==> config.mk <==
export PLATFORM = sky130hd
export DESIGN_NAME = ram16k_dma
export DESIGN_NICKNAME = d
export VERILOG_FILES = /design/src/rtl/ram16k_dma_pkg.sv /design/src/rtl/ram16k_dma.sv
export SDC_FILE = /design/constraint.sdc
export NUM_CORES = 1
export LEC_CHECK = 0
export CAP_MARGIN = 20
export CORE_UTILIZATION = 46
export CTS_CLUSTER_DIAMETER = 30
export CTS_CLUSTER_SIZE = 10
export DETAILED_ROUTE_END_ITERATION = 12
export HOLD_SLACK_MARGIN = 0.08
export PLACE_DENSITY_LB_ADDON = 0.05
export SLEW_MARGIN = 20
export SYNTH_ARGS = -nofsm -noshare
export SYNTH_HDL_FRONTEND = slang
export SYNTH_SLANG_ARGS = --single-unit
==> constraint.sdc <==
create_clock -name clk -period 2.8 [get_ports clk]
set_input_delay 0.56 -clock clk [delete_from_list [all_inputs] [get_ports clk]]
set_output_delay 0.56 -clock clk [all_outputs]
set_load 0.1 [all_outputs]
==> src/rtl/ram16k_dma_pkg.sv <==
// ram16k_dma_pkg: shared types and constants for the RAM16k block-move engine.
//   state_e   - FSM state encoding (IDLE/READ/WRITE/DONE)
//   MODE_COPY - copy src -> dst
//   MODE_FILL - fill dst with a constant word
package ram16k_dma_pkg;

  typedef enum logic [1:0] {
    ST_IDLE  = 2'd0,
    ST_READ  = 2'd1,
    ST_WRITE = 2'd2,
    ST_DONE  = 2'd3
  } state_e;

  localparam logic MODE_COPY = 1'b0;
  localparam logic MODE_FILL = 1'b1;

endpackage

==> src/rtl/ram16k_dma.sv <==
// ram16k_dma: memory-initiator engine that drives a RAM16k port to block-copy
// or block-fill word regions.
//
// Ports:
//   clk, rst_n          - clock, synchronous active-low reset
//   start               - request pulse, sampled only in IDLE
//   mode                - 0 copy src->dst, 1 fill dst with fill_val
//   src_addr, dst_addr  - base word addresses (src ignored in fill)
//   len                 - word count, 0 = no-op
//   fill_val            - fill word
//   mem_out             - RAM16k read data (combinational from mem_addr)
//   mem_in, mem_addr,
//   mem_load            - RAM16k write data / address / write enable
//   busy                - high in READ/WRITE
//   done                - one-cycle completion pulse
module ram16k_dma
  import ram16k_dma_pkg::*;
#(
  parameter int unsigned ADDR_W = 14,
  parameter int unsigned DATA_W = 16
) (
  input  logic              clk,
  input  logic              rst_n,
  input  logic              start,
  input  logic              mode,
  input  logic [ADDR_W-1:0] src_addr,
  input  logic [ADDR_W-1:0] dst_addr,
  input  logic [ADDR_W-1:0] len,
  input  logic [DATA_W-1:0] fill_val,
  input  logic [DATA_W-1:0] mem_out,
  output logic [DATA_W-1:0] mem_in,
  output logic [ADDR_W-1:0] mem_addr,
  output logic              mem_load,
  output logic              busy,
  output logic              done
);

  state_e            state_q, state_d;
  logic              mode_q, mode_d;
  logic [DATA_W-1:0] fill_q, fill_d;
  logic [ADDR_W-1:0] src_q, src_d;
  logic [ADDR_W-1:0] dst_q, dst_d;
  logic [ADDR_W-1:0] rem_q, rem_d;
  logic [DATA_W-1:0] buf_q, buf_d;

  logic [DATA_W-1:0] mem_in_q, mem_in_d;
  logic [ADDR_W-1:0] mem_addr_q, mem_addr_d;
  logic              mem_load_q, mem_load_d;
  logic              busy_q, busy_d;
  logic              done_q, done_d;

  always_comb begin
    state_d = state_q;
    mode_d  = mode_q;
    fill_d  = fill_q;
    src_d   = src_q;
    dst_d   = dst_q;
    rem_d   = rem_q;
    buf_d   = buf_q;

    unique case (state_q)
      ST_IDLE: begin
        if (start) begin
          mode_d = mode;
          fill_d = fill_val;
          src_d  = src_addr;
          dst_d  = dst_addr;
          rem_d  = len;
          if (len == '0)              state_d = ST_DONE;
          else if (mode == MODE_FILL) state_d = ST_WRITE;
          else                        state_d = ST_READ;
        end
      end
      ST_READ: begin
        buf_d   = mem_out;
        state_d = ST_WRITE;
      end
      ST_WRITE: begin
        src_d = src_q + ADDR_W'(1);
        dst_d = dst_q + ADDR_W'(1);
        rem_d = rem_q - ADDR_W'(1);
        if (rem_q == ADDR_W'(1))      state_d = ST_DONE;
        else if (mode_q == MODE_FILL) state_d = ST_WRITE;
        else                          state_d = ST_READ;
      end
      ST_DONE: begin
        state_d = ST_IDLE;
      end
      default: state_d = ST_IDLE;
    endcase

    // Outputs are decoded from the next state/pointers and registered, so the
    // flopped outputs equal a Moore decode of the registered state.
    mem_in_d   = '0;
    mem_addr_d = '0;
    mem_load_d = 1'b0;
    busy_d     = 1'b0;
    done_d     = 1'b0;
    unique case (state_d)
      ST_READ: begin
        mem_addr_d = src_d;
        busy_d     = 1'b1;
      end
      ST_WRITE: begin
        mem_addr_d = dst_d;
        mem_in_d   = (mode_d == MODE_FILL) ? fill_d : buf_d;
        mem_load_d = 1'b1;
        busy_d     = 1'b1;
      end
      ST_DONE: done_d = 1'b1;
      default: ;
    endcase
  end

  always_ff @(posedge clk) begin
    if (!rst_n) begin
      state_q    <= ST_IDLE;
      mode_q     <= 1'b0;
      fill_q     <= '0;
      src_q      <= '0;
      dst_q      <= '0;
      rem_q      <= '0;
      buf_q      <= '0;
      mem_in_q   <= '0;
      mem_addr_q <= '0;
      mem_load_q <= 1'b0;
      busy_q     <= 1'b0;
      done_q     <= 1'b0;
    end else begin
      state_q    <= state_d;
      mode_q     <= mode_d;
      fill_q     <= fill_d;
      src_q      <= src_d;
      dst_q      <= dst_d;
      rem_q      <= rem_d;
      buf_q      <= buf_d;
      mem_in_q   <= mem_in_d;
      mem_addr_q <= mem_addr_d;
      mem_load_q <= mem_load_d;
      busy_q     <= busy_d;
      done_q     <= done_d;
    end
  end

  assign mem_in   = mem_in_q;
  assign mem_addr = mem_addr_q;
  assign mem_load = mem_load_q;
  assign busy     = busy_q;
  assign done     = done_q;

endmodule

[After elaboration in Yosys (flattened, before gate mapping)]
Cells that the tools add are included.
Word-level totals
  memory bits (writable): 0
  memories kept: 0
  latch bits: 0
  bits in read-only memories: 0
  input bits: 78
  register bits after elaboration: 110
Operators by class
  $mul: 0
  divide/modulo/power cells: 0
  bitwise operators: 0
  eq/ne operators: 8
  magnitude comparators: 0
  mux-type cells: 22
  reductions and logical operators: 6
  shift operators: 0
  add/sub/neg operators: 3
Operators with widths (number)
  14-bit case mux with 2 select lines: 4
  16-bit 2-to-1 mux: 4
  14-bit 2-to-1 mux: 3
  14-bit by 1-bit adder with 14-bit output (second input constant): 2
  14-bit by 1-bit == test with 1-bit output (second input constant): 1
  14-bit zero test: 1
  14-bit by 1-bit subtractor with 14-bit output (second input constant): 1
  2-bit 2-to-1 mux: 5
  2-bit == test (second input constant): 4
  2-bit case mux with 4 select lines: 1
  1-bit 2-to-1 mux: 5
  2-bit by 1-bit == test with 1-bit output (second input constant): 2
  2-bit AND reduction: 2
  2-bit zero test: 1
  2-bit != test (second input constant): 1
  2-bit nonzero test: 1
  2-bit OR reduction: 1

[Logic depth before layout (Yosys ltp)]
  depth after elaboration: 7
  depth in mapped cells: 14
  depth with buffers taken out: 13

[Worst setup path before layout]
Ideal clock, no wire load.
  path type: input-to-reg
  start: input port start
  end: register mem_addr_q[13] (netlist: mem_addr[13])
  stages: 14
  library setup time: 0.123 ns
  path slack: -0.107 ns
  arrival: 2.784 ns
  buffers on the path: 4
  cells stage by stage: or3b_1 buf_2 clkbuf_1 clkbuf_1 a21oi_1 nor2_1 ha_1 nand2b_1 inv_1 nand2_1 clkbuf_1 o22ai_1 a21oi_1 o21ai_0
On the way
  word-level cells in the longest chain between the ends: 4
Ends and longest elaborated chain
  from (decl): RTL line ram16k_dma.sv:24  | input logic start,
  2-bit 2-to-1 mux: RTL line ram16k_dma.sv:63  | if (start) begin
  2-bit case mux with 4 select lines: RTL line ram16k_dma.sv:61  | unique case (state_q)
  2-bit == test / 2-bit by 1-bit == test with 1-bit output (equally long branches): RTL line ram16k_dma.sv:99  | unique case (state_d)
  14-bit case mux with 2 select lines *: RTL line ram16k_dma.sv:99
  to (signal assigned): RTL line ram16k_dma.sv:138  | mem_addr_q <= mem_addr_d;
  to (decl): RTL line ram16k_dma.sv:47  | logic [ADDR_W-1:0] mem_addr_q, mem_addr_d;
Every way passes the cells marked *; elsewhere a longest branch is shown, timed or not.
A chain may end at the register's enable or synchronous reset.

[Worst setup path after layout]
  start: input port len[10]
  end: register mem_addr_q[8] (netlist: mem_addr[8])
On the way
  word-level cells in the longest chain between the ends: 6
Ends and longest elaborated chain
  from (decl): RTL line ram16k_dma.sv:28  | input logic [ADDR_W-1:0] len,
  14-bit zero test *: RTL line ram16k_dma.sv:69  | if (len == '0) state_d = ST_DONE;
  2-bit 2-to-1 mux *: RTL line ram16k_dma.sv:69
  2-bit 2-to-1 mux *: RTL line ram16k_dma.sv:63
  2-bit case mux with 4 select lines *: RTL line ram16k_dma.sv:61
  net state_d[1]: RTL line ram16k_dma.sv:38  | state_e state_q, state_d;
  2-bit == test / 2-bit by 1-bit == test with 1-bit output (equally long branches): RTL line ram16k_dma.sv:99
  14-bit case mux with 2 select lines *: RTL line ram16k_dma.sv:99
The timed path passes the listed nets; every way through them passes the cells marked *.

==> summary.txt <==
Synth
  • Leading area contributor after synthesis: dfxtp_1
  • Top FF cell, synth: dfxtp_1
  • Mapped Cells: approximately 590
  • Seq cells post-synth: 110
  • Post-synth EDFFs: 0
  • Asr flop ratio synth: 0%
  • Share of the synthesized area in the top cell type: a little over two fifths
  • Register area share after synthesis: a little over two fifths
  • Net Count, Synth: 674
  • Synth unique cells: 63
  • Syn avg cell area: 8.63 um^2
  • Yosys warns: 0
  • Synthesized area: 0.00507 mm^2
  • Cells taking the most area after synthesis: dfxtp_1 (43%), nand2_1 (4.6%), a21oi_1 (4.5%), nor2_1 (4.5%), mux2i_1 (4.3%)

Routing
  • 1st-iter DRT viols: about 300
  • Initial DRT Pass Iterations: 5
  • Vias: approximately 5000
  • Final wirelength: 14900 um
  • Final ANT Viol Nets: 0
  • DRC Markers: 0
  • Vias per inst: 5.82
  • Post-DR wirelength/cell: about 17 um

Pwr
  • P_int: about 2.8 mW
  • NetSw: around 1.6 mW
  • Combinational share of power: 32.3%
  • Switching share of power: roughly 36%
  • Register share of total power: 42.0%
  • Clock power share: between 20% and 30%
  • Power Density: approximately 650 mW/mm^2
  • Maximum vdd drop: about 0.00031 V
  • Design Power: 4.40 mW
  • P_leak: 2.69 nW

Die
  • Boundary Pins: 111
  • Die height: 107 um
  • Core area: 0.0105 mm^2
  • Die footprint: roughly 0.011 mm^2
  • # rows: 37
  • Starting Density: around half
  • Die X: 107 um

Worst setup path
  • Critical path class: primary input to register
  • WP data arrival: roughly 3.0 ns
  • Cell Chain, Critical Path: clkdlybuf4s50_1 > nor4_2 > buf_4 > a41o_1 > a211o_1 > o211ai_1 > inv_1 > ha_4 > nand2b_4 > inv_4 > nand2_4 > o22ai_1 > a311o_1
  • Crit end category: register
  • CP required: just over 3 ns
  • CP max FO: 5
  • Setup crit start: len[10]
  • Max stage delay cell, worst path: clkdlybuf4s50_1
  • Startpoint types: primary input
  • Max incr delay on CP: between 0.5 and 0.6 ns
  • R2r startpoint: rem_q[4]

Placed design
  • GPL Wtd Cong: 0.883
  • IO Port Bufs: 110
  • Hpwl dp: between 10000 and 15000 um
  • Placement Setup Slack: -0.395 ns
  • Cells after DPL: between 800 and 900

Layout
  • Cell Count, Final, Fillers Out: roughly 860
  • Footprint of the multi-input gates: ~0.0027 mm^2
  • Sequential Area: between 0.002 and 0.0025 mm^2
  • Antenna cell count: 0
  • Share of cells above drive strength 1: between 10% and 20%
  • Final nets: just over 800
  • FILL cells: between 900 and 1000
  • Synth-to-layout area growth: 34.4%

Timing
  • Final WS setup: 0.105 ns
  • Setup violators final: 0
  • Setup TNS: 0 ns
  • Tcrit/Tclk final: ~96%
  • Fmax: about 370 MHz
  • Slew Viols, Final: 0
  • Setup Skew: about 0.012 ns
  • Slew @ Worst Pin: slightly below 0.7 ns
  • Max-slew headroom: ~54%
  • Final hold violations: 0
  • Min Tclk post-route: approximately 2.7 ns

Clock network
  • Clock slew at reported path FFs: roughly 0.11 ns
  • CTS tree: built
  • Root buffer cell: clkbuf_8
  • Max H-tree Level: 3
  • CTS Buf Count: 9
  • Post-CTS Hold Fix Bufs: 0
  • Clock latency reported for the late side of the worst-skew pair: 0.38 ns
  • Clock buffer depth: 2
  • Sink Count: between 100 and 150

Min path
  • Worst Hold Launch: fill_q[12]
  • Hold Crit Class: register to register

Global route
  • Global Route Usage Sum: around a quarter
  • Initial antenna violation count: 0
  • First-pass GRT wire length: 23800 um
  • Vias in the first global route: 4894
  • Largest net degree at the start of global routing: 37
  • Overflow after GRT: 0

Outcome
  • Outcome: finished, final reports clean

Run
  • Max Cap Viol: 0
## synth_stat cells (all sizes together) (14+ instances only)
master / number
nor2: 62
inv: 14
a211oi: 17
a21oi: 46
nand3: 15
dfxtp: 110
o22ai: 21
and3b: 17
nand2: 62
clkbuf: 26
mux2i: 23
## flip-flops by register name (all words and copies together), names as in the netlist
register,flops
rem_q,14
buf_q,16
src_q,14
mode_q,1
fill_q,16
busy,1
mem_addr,14
mem_load,1
mem_in,16
state_q,2
dst_q,14
done,1
## worst max-delay path, delay by kind of cell
kind	cells	cell delay (ns)
buffers and inverters	4	0.83
adders and majority gates	1	0.29
AOI/OAI and AO/OA	5	1.01
and+or+nand+nor	3	0.28
## layout by cell type (no fill, tap or decap), types with 4 or more instances in the layout
| cell | n |
|---|---|
| nor2_1 | 61 |
| nand4_1 | 9 |
| mux2i_1 | 22 |
| nor2b_1 | 4 |
| a211oi_1 | 12 |
| and2_1 | 9 |
| nor3_1 | 12 |
| nand2_1 | 60 |
| a222oi_1 | 4 |
| clkbuf_8 | 9 |
| buf_4 | 79 |
| buf_12 | 4 |
| nand2b_1 | 6 |
| a21oi_1 | 46 |
| a221oi_1 | 4 |
| clkdlybuf4s50_1 | 77 |
| dfxtp_1 | 110 |
| or4_1 | 5 |
| a31oi_1 | 7 |
| ha_1 | 7 |
| nand3_1 | 15 |
| o22ai_1 | 20 |
| a211oi_2 | 5 |
| a22oi_1 | 9 |
| nor4_1 | 12 |
| inv_1 | 12 |
| and3b_1 | 17 |
| o21ai_0 | 13 |
## per-layer routing
layer	vias to the layer above	track usage (%)	wire, um
met5	-	0	0
met4	0	9.10	196
met3	20	4.50	1170
met2	206	44.1	6900
met1	2355	34.5	6580
li1	2434	-	-
## cells by family (layout without fill, tap and decap cells)
logic type	count (synthesis)	after routing	share of synthesized area (%)
multiplexers	23	23	4.79
XOR/XNOR	5	5	0.864
adder cells (fa/ha/maj)	8	8	1.97
buffers and inverters	52	190	4.37
flip-flops	110	110	43.4
AO/OA/AOI/OAI	157	157	21.2
AND/OR/NAND/NOR	233	233	23.4
## power groups by stage
stage,clock (mW),combinational (mW),sequential [mW]
after global placement,0,1.35,1.87
after detailed placement,0,1.37,1.88
after global routing,1.21,1.52,1.87
after floorplan,0,0.639,2.11
final,1.13,1.42,1.85
after CTS,1.14,1.38,1.84
## cell type report
type | count | share of cell area (%)
clock inverters | 7 | 1.71
well taps | 136 | 2.50
flip-flops and latches | 110 | 32.3
multi-input cells | 426 | 39.7
inverters | 14 | 0.807
repair buffers | 160 | 21.2
clock buffers | 9 | 1.82
## repair_timing
action | CTS | global route
resized for setup | 1 | 10
setup endpoints to repair | 1 | 10
setup buffers | 0 | 1
pin swaps | 0 | 2
## metrics by stage
| step | hold slack, ns | util, % | area, um^2 |
|---|---|---|---|
| after floorplan | 0.437 | - | 5070 |
| after global placement | 0.443 | 62.0 | 6520 |
| after global routing | 0.490 | 64.9 | 6820 |
| after detailed placement | 0.454 | 62.0 | 6520 |
| after CTS | 0.469 | 64.3 | 6760 |
| final | 0.465 | 64.9 | 6820 |
## path summary, 6_finish.rpt
path / end / slack (ns) / depth (start not counted)
hold reg to reg: fill_q[12] / 0.46 / 2
hold / removal: fill_q[12] / 0.46 / 2
setup / recovery: mem_addr[8] / 0.11 / 13
setup reg to reg: mem_addr[13] / 0.31 / 12
Note: power is estimated with default switching activity, not from simulation.
==> variant 1 (same settings) <==
Put one more register stage on the output `mem_in`, without a reset. The value now appears one clock later. The other outputs are not delayed to match.
--- a/src/rtl/ram16k_dma.sv
+++ b/src/rtl/ram16k_dma.sv
@@ -143,5 +143,7 @@
   end
 
-  assign mem_in   = mem_in_q;
+  always_ff @(posedge clk) begin
+    mem_in <= mem_in_q;
+  end
   assign mem_addr = mem_addr_q;
   assign mem_load = mem_load_q;
Formal check against the unedited RTL: not equivalent (Yosys sat finds a counterexample within 4 cycles, from zero or initial values and one cycle with rst_n low).
==> variant 1 against the unedited design <==
  * Sequential cell count grew 16
  * Combinational power decreased by 30%
  * Critical path type unchanged
  * Clock power is 110% higher
  * Power increased by 22%
  * Setup slack better by 37 ps
  * Wire length increased by 1.1%
  * Design area is 7.8% higher
  * Sequential share of layout area is 2.0 points higher
  * Count of clock-buffer cells in the layout up 8
  * Area after synthesis up 6.0%
  * Synthesized cell count is 2.4% higher
  * First-iteration DRC count increased by 23%
  * Via count is 0.48% lower
==> variant 1: results (changes against the unedited design) <==
Yosys:
- The adder-cell share of the synthesized area came to 0.0186 (-0.00112).
- The part of the Yosys area used for sequential elements came to 0.469 (+0.0350).
- The unique cell type count in the Yosys netlist is 59 (-6.3%).
- The compound-gate portion of the synthesized area is 0.183 (-0.0292).
- The mux cell area share after synthesis is 0.0454 (-0.00247).
- The area share of xor/xnor cells in the synthesized design was 0.0130 (+0.00440).
- By count the netlist is led by 126 x dfxtp_1, 68 x nand2_1, 60 x nor2_1, 49 x a21oi_1, 21 x mux2i_1.
- By area the synthesized netlist is led by dfxtp_1 47%, nand2_1 4.7%, a21oi_1 4.6%.

Routing:
- The total wire length after detailed routing was 15.0 mm (+1.1%).
- The initial detailed-routing violation count came to 369 (+23%).
- The met3 wire length is 1.16 mm (-1.0%).
- The routed length on met1 is 6.52 mm (-0.93%).
- The total length of routed met2 wires is 7.04 mm (+2.0%).

Finish:
- The fraction of cell area in non-clock buffers is 0.179 (-0.0327).
- The count of inverters other than clock inverters in the layout is 17 (+3).
- The share of cells above drive strength 1 is 0.157 (-0.00506).
- The proportion of cell area occupied by multi-input gates is 0.358 (-0.0388).
- The final-stage net count is 816 (+1.1%).
- The non-clock buffer total of the final layout is 143 (-11%).
- The multi-input combinational gate total is 425 (-0.23%).

Global route:
- The first-pass GRT wire length was 23.6 mm (-0.99%).
- The aggregate global-route resource usage is 0.258 (-0.00704).
- The met2 global-route usage is 0.423 (-0.0178).
- The met1 track demand over resource in global routing is 0.333 (-0.0122).

Hold path:
- The number of cells traversed by the worst hold path is 0 (-2).
- The endpoint with the worst hold slack is mem_in[5].

Setup path:
- In this design, the largest share of critical-path delay is due to simple AND/OR/NAND/NOR gates.
- The worst-case register-to-register setup slack came to 200 ps (-110 ps).
- The destination of the worst register-to-register timing path is mem_addr[12].
- The worst-case reg-to-reg path depth is 11 (-1).
- The startpoint identified for the worst register-to-register timing path is rem_q[3].
- The maximum net fanout on the critical path was 6 (+1).

STA:
- The worst slew margin relative to its limit is 0.708 (+0.172).
- The largest clock skew in the final design is 7.63 ps (-4.78 ps).

Place:
- The placer congestion estimate came to 0.858 (-2.8%).

Outcome:
- The run finished with clean final reports.

Clock network:
- The sink count of the clock tree is 126 (+15%).
- The clock network latency to the later pin of the worst-skew pair is 420 ps (+40 ps).
- The cell sitting at the root of the clock tree is a clkbuf_16.

Power:
- The total design power is 5370 µW (+22%).
- The internal power of the cells is 3820 µW (+37%).
==> variant 1: cell types whose count changed in the layout (fill, tap and decap cells not counted), moves of 9 or more <==
cell       unedited run  this run
buf_4                79        62
clkbuf_16             0        17
dfxtp_1             110       126
nor4_1               12         1
clkbuf_8              9         0
==> variant 1: worst max-delay path by stage <==
stage | from | end | slack, ps | depth (start not counted)
final | len[9] | mem_addr[12] | 140 | 12
after global routing | len[9] | mem_addr[12] | 20 | 12
after CTS | len[0] | mem_addr[12] | 80 | 12
after detailed placement | len[0] | mem_addr[7] | -300 | 12
after global placement | len[0] | mem_addr[7] | -310 | 12
after floorplan | start | mem_addr[7] | 160 | 11
==> variant 1: per-stage QoR <==
stage,area [µm²],worst slack (ps),instances
finish,7350,143,886
detailed placement,6690,-297,854
global route,7350,15.0,886
global placement,6690,-308,854
floorplan,5380,157,602
CTS,7320,84.0,886
==> variant 1: timing repair <==
item,CTS,global route
resized for setup,0,5
hold buffers,0,0
setup endpoints to repair,0,3
==> variant 2 (same settings) <==
Without the edit above. Change the parameter `DATA_W` from 16 to 12.
--- a/src/rtl/ram16k_dma.sv
+++ b/src/rtl/ram16k_dma.sv
@@ -18,5 +18,5 @@
 #(
   parameter int unsigned ADDR_W = 14,
-  parameter int unsigned DATA_W = 16
+  parameter int unsigned DATA_W = 12
 ) (
   input  logic              clk,
Interface: changed (resized fill_val, mem_in and mem_out); port bits go from 111 to 99. The function was not compared with the original's and may differ.
==> variant 2 against the unedited design <==
  * Area after synthesis shrank 7.9%
  * Sequential cell count shrank 12
  * Clock power shrank 17%
  * Power shrank 20%
  * Via count shrank 7.0%
  * Critical path depth shrank 1
  * Synthesized cell count shrank 5.6%
  * Wire length shrank 6.3%
  * Design area shrank 9.3%
  * Setup slack gained 30 ps
  * Die area shrank 7.8%
  * Clock skew grew 6.6 ps
  * Utilization shrank 1.9 points
  * Critical path type unchanged
  * Largest power group unchanged
  * Highest routed layer unchanged
==> variant 2: results (changes against the unedited design) <==
Outcome:
- The run finished with clean final reports.

Finish:
- The fraction of cell area in non-clock buffers came to 0.207 (-0.00454).
- The multi-input combinational cell area is 2510 µm² (-7.1%).
- The count of clock buffers in the final design is 11 (+2).
- The clock-cell share of area is 0.0314 (-0.00387).
- The sequential cell area share is 0.317 (-0.00565).
- The multi-input combinational gate total is 405 (-4.9%).
- The non-clock buffer total of the final layout was 146 (-8.8%).
- The fill cell total of the finished layout is 891 (-2.8%).

Place:
- The cell count after placement is 799 (-5.4%).
- The HPWL reported at the end of detailed placement is 10.1 mm (-5.2%).
- The placer congestion estimate is 0.907 (+2.7%).
- The setup slack after placement is -485 ps (-90.7 ps).
- The number of port buffers is 98 (-11%).

Clock network:
- The clock-pin slew on the worst setup and hold paths is 90 ps (-20 ps).

Global route:
- The first-pass GRT wire length is 21.5 mm (-9.5%).
- The pin count of the biggest net entering global routing is 29 (-22%).
- The aggregate global-route resource usage was 0.265 (about the same).

Yosys:
- The flip-flop and latch count after synthesis is 98 (-11%).
- The cell area after synthesis is 4670 µm² (-7.9%).
- The number of nets in the synthesized netlist was 633 (-6.1%).
- The compound-gate portion of the synthesized area is 0.222 (+0.0100).
- After synthesis, the most frequently instantiated cells are 98 x dfxtp_1, 64 x nor2_1, 59 x nand2_1, 50 x a21oi_1, 21 x o21ai_0.
- By area the synthesized netlist is led by dfxtp_1 42%, a21oi_1 5.4%, nor2_1 5.1%.
- The unique cell type count in the Yosys netlist is 65 (+3.2%).

Setup path:
- The source of the critical timing path is len[0].
- The maximum net fanout on the critical path came to 6 (+1).
- The worst flop-to-flop path startpoint is rem_q[1].

Routing:
- The mean number of vias per cell is 5.72 (-1.6%).
- The initial detailed-routing violation count is 300 (-0.33%).

STA:
- The final critical-path share of the clock period is 0.952 (-0.0108).
- The worst slew margin relative to its limit is 0.575 (+0.0390).

Hold path:
- The source of the worst hold timing path is fill_q[4].

Power:
- The highest ir drop seen on vdd is 0.249 mV (-20%).
- The power density over the cells is 572 nW/µm² (-11%).
-- variant 2: what timing repair did --
| action | 4_1_cts | 5_1_grt |
|---|---|---|
| setup endpoints to repair | 5 | 11 |
| pin swaps | 0 | 0 |
| resized for setup | 1 | 5 |
-- variant 2: per-layer routing --
metal  GRT usage  share of wire
met1       0.338           0.44
met5           0              0
met3      0.0386          0.070
met2       0.453           0.47
met4      0.0997          0.022
-- variant 2: power breakdown --
part           internal (µW)  switching, µW  leakage [µW]  total, µW
combinational            405            596       0.00151       1000
sequential              1500           96.3      0.000804       1600
clock                    419            513     0.0000901        933
total                   2330           1210       0.00241       3530
-- variant 2: critical path, stage by stage --
cell	delay (ps)
clkdlybuf4s50_1	440
nor4_2	300
buf_4	160
nand4_1	140
nor2_1	210
a2111oi_4	80
inv_1	90
ha_1	220
nand2b_1	180
inv_2	100
nand2_1	160
o32ai_1	290
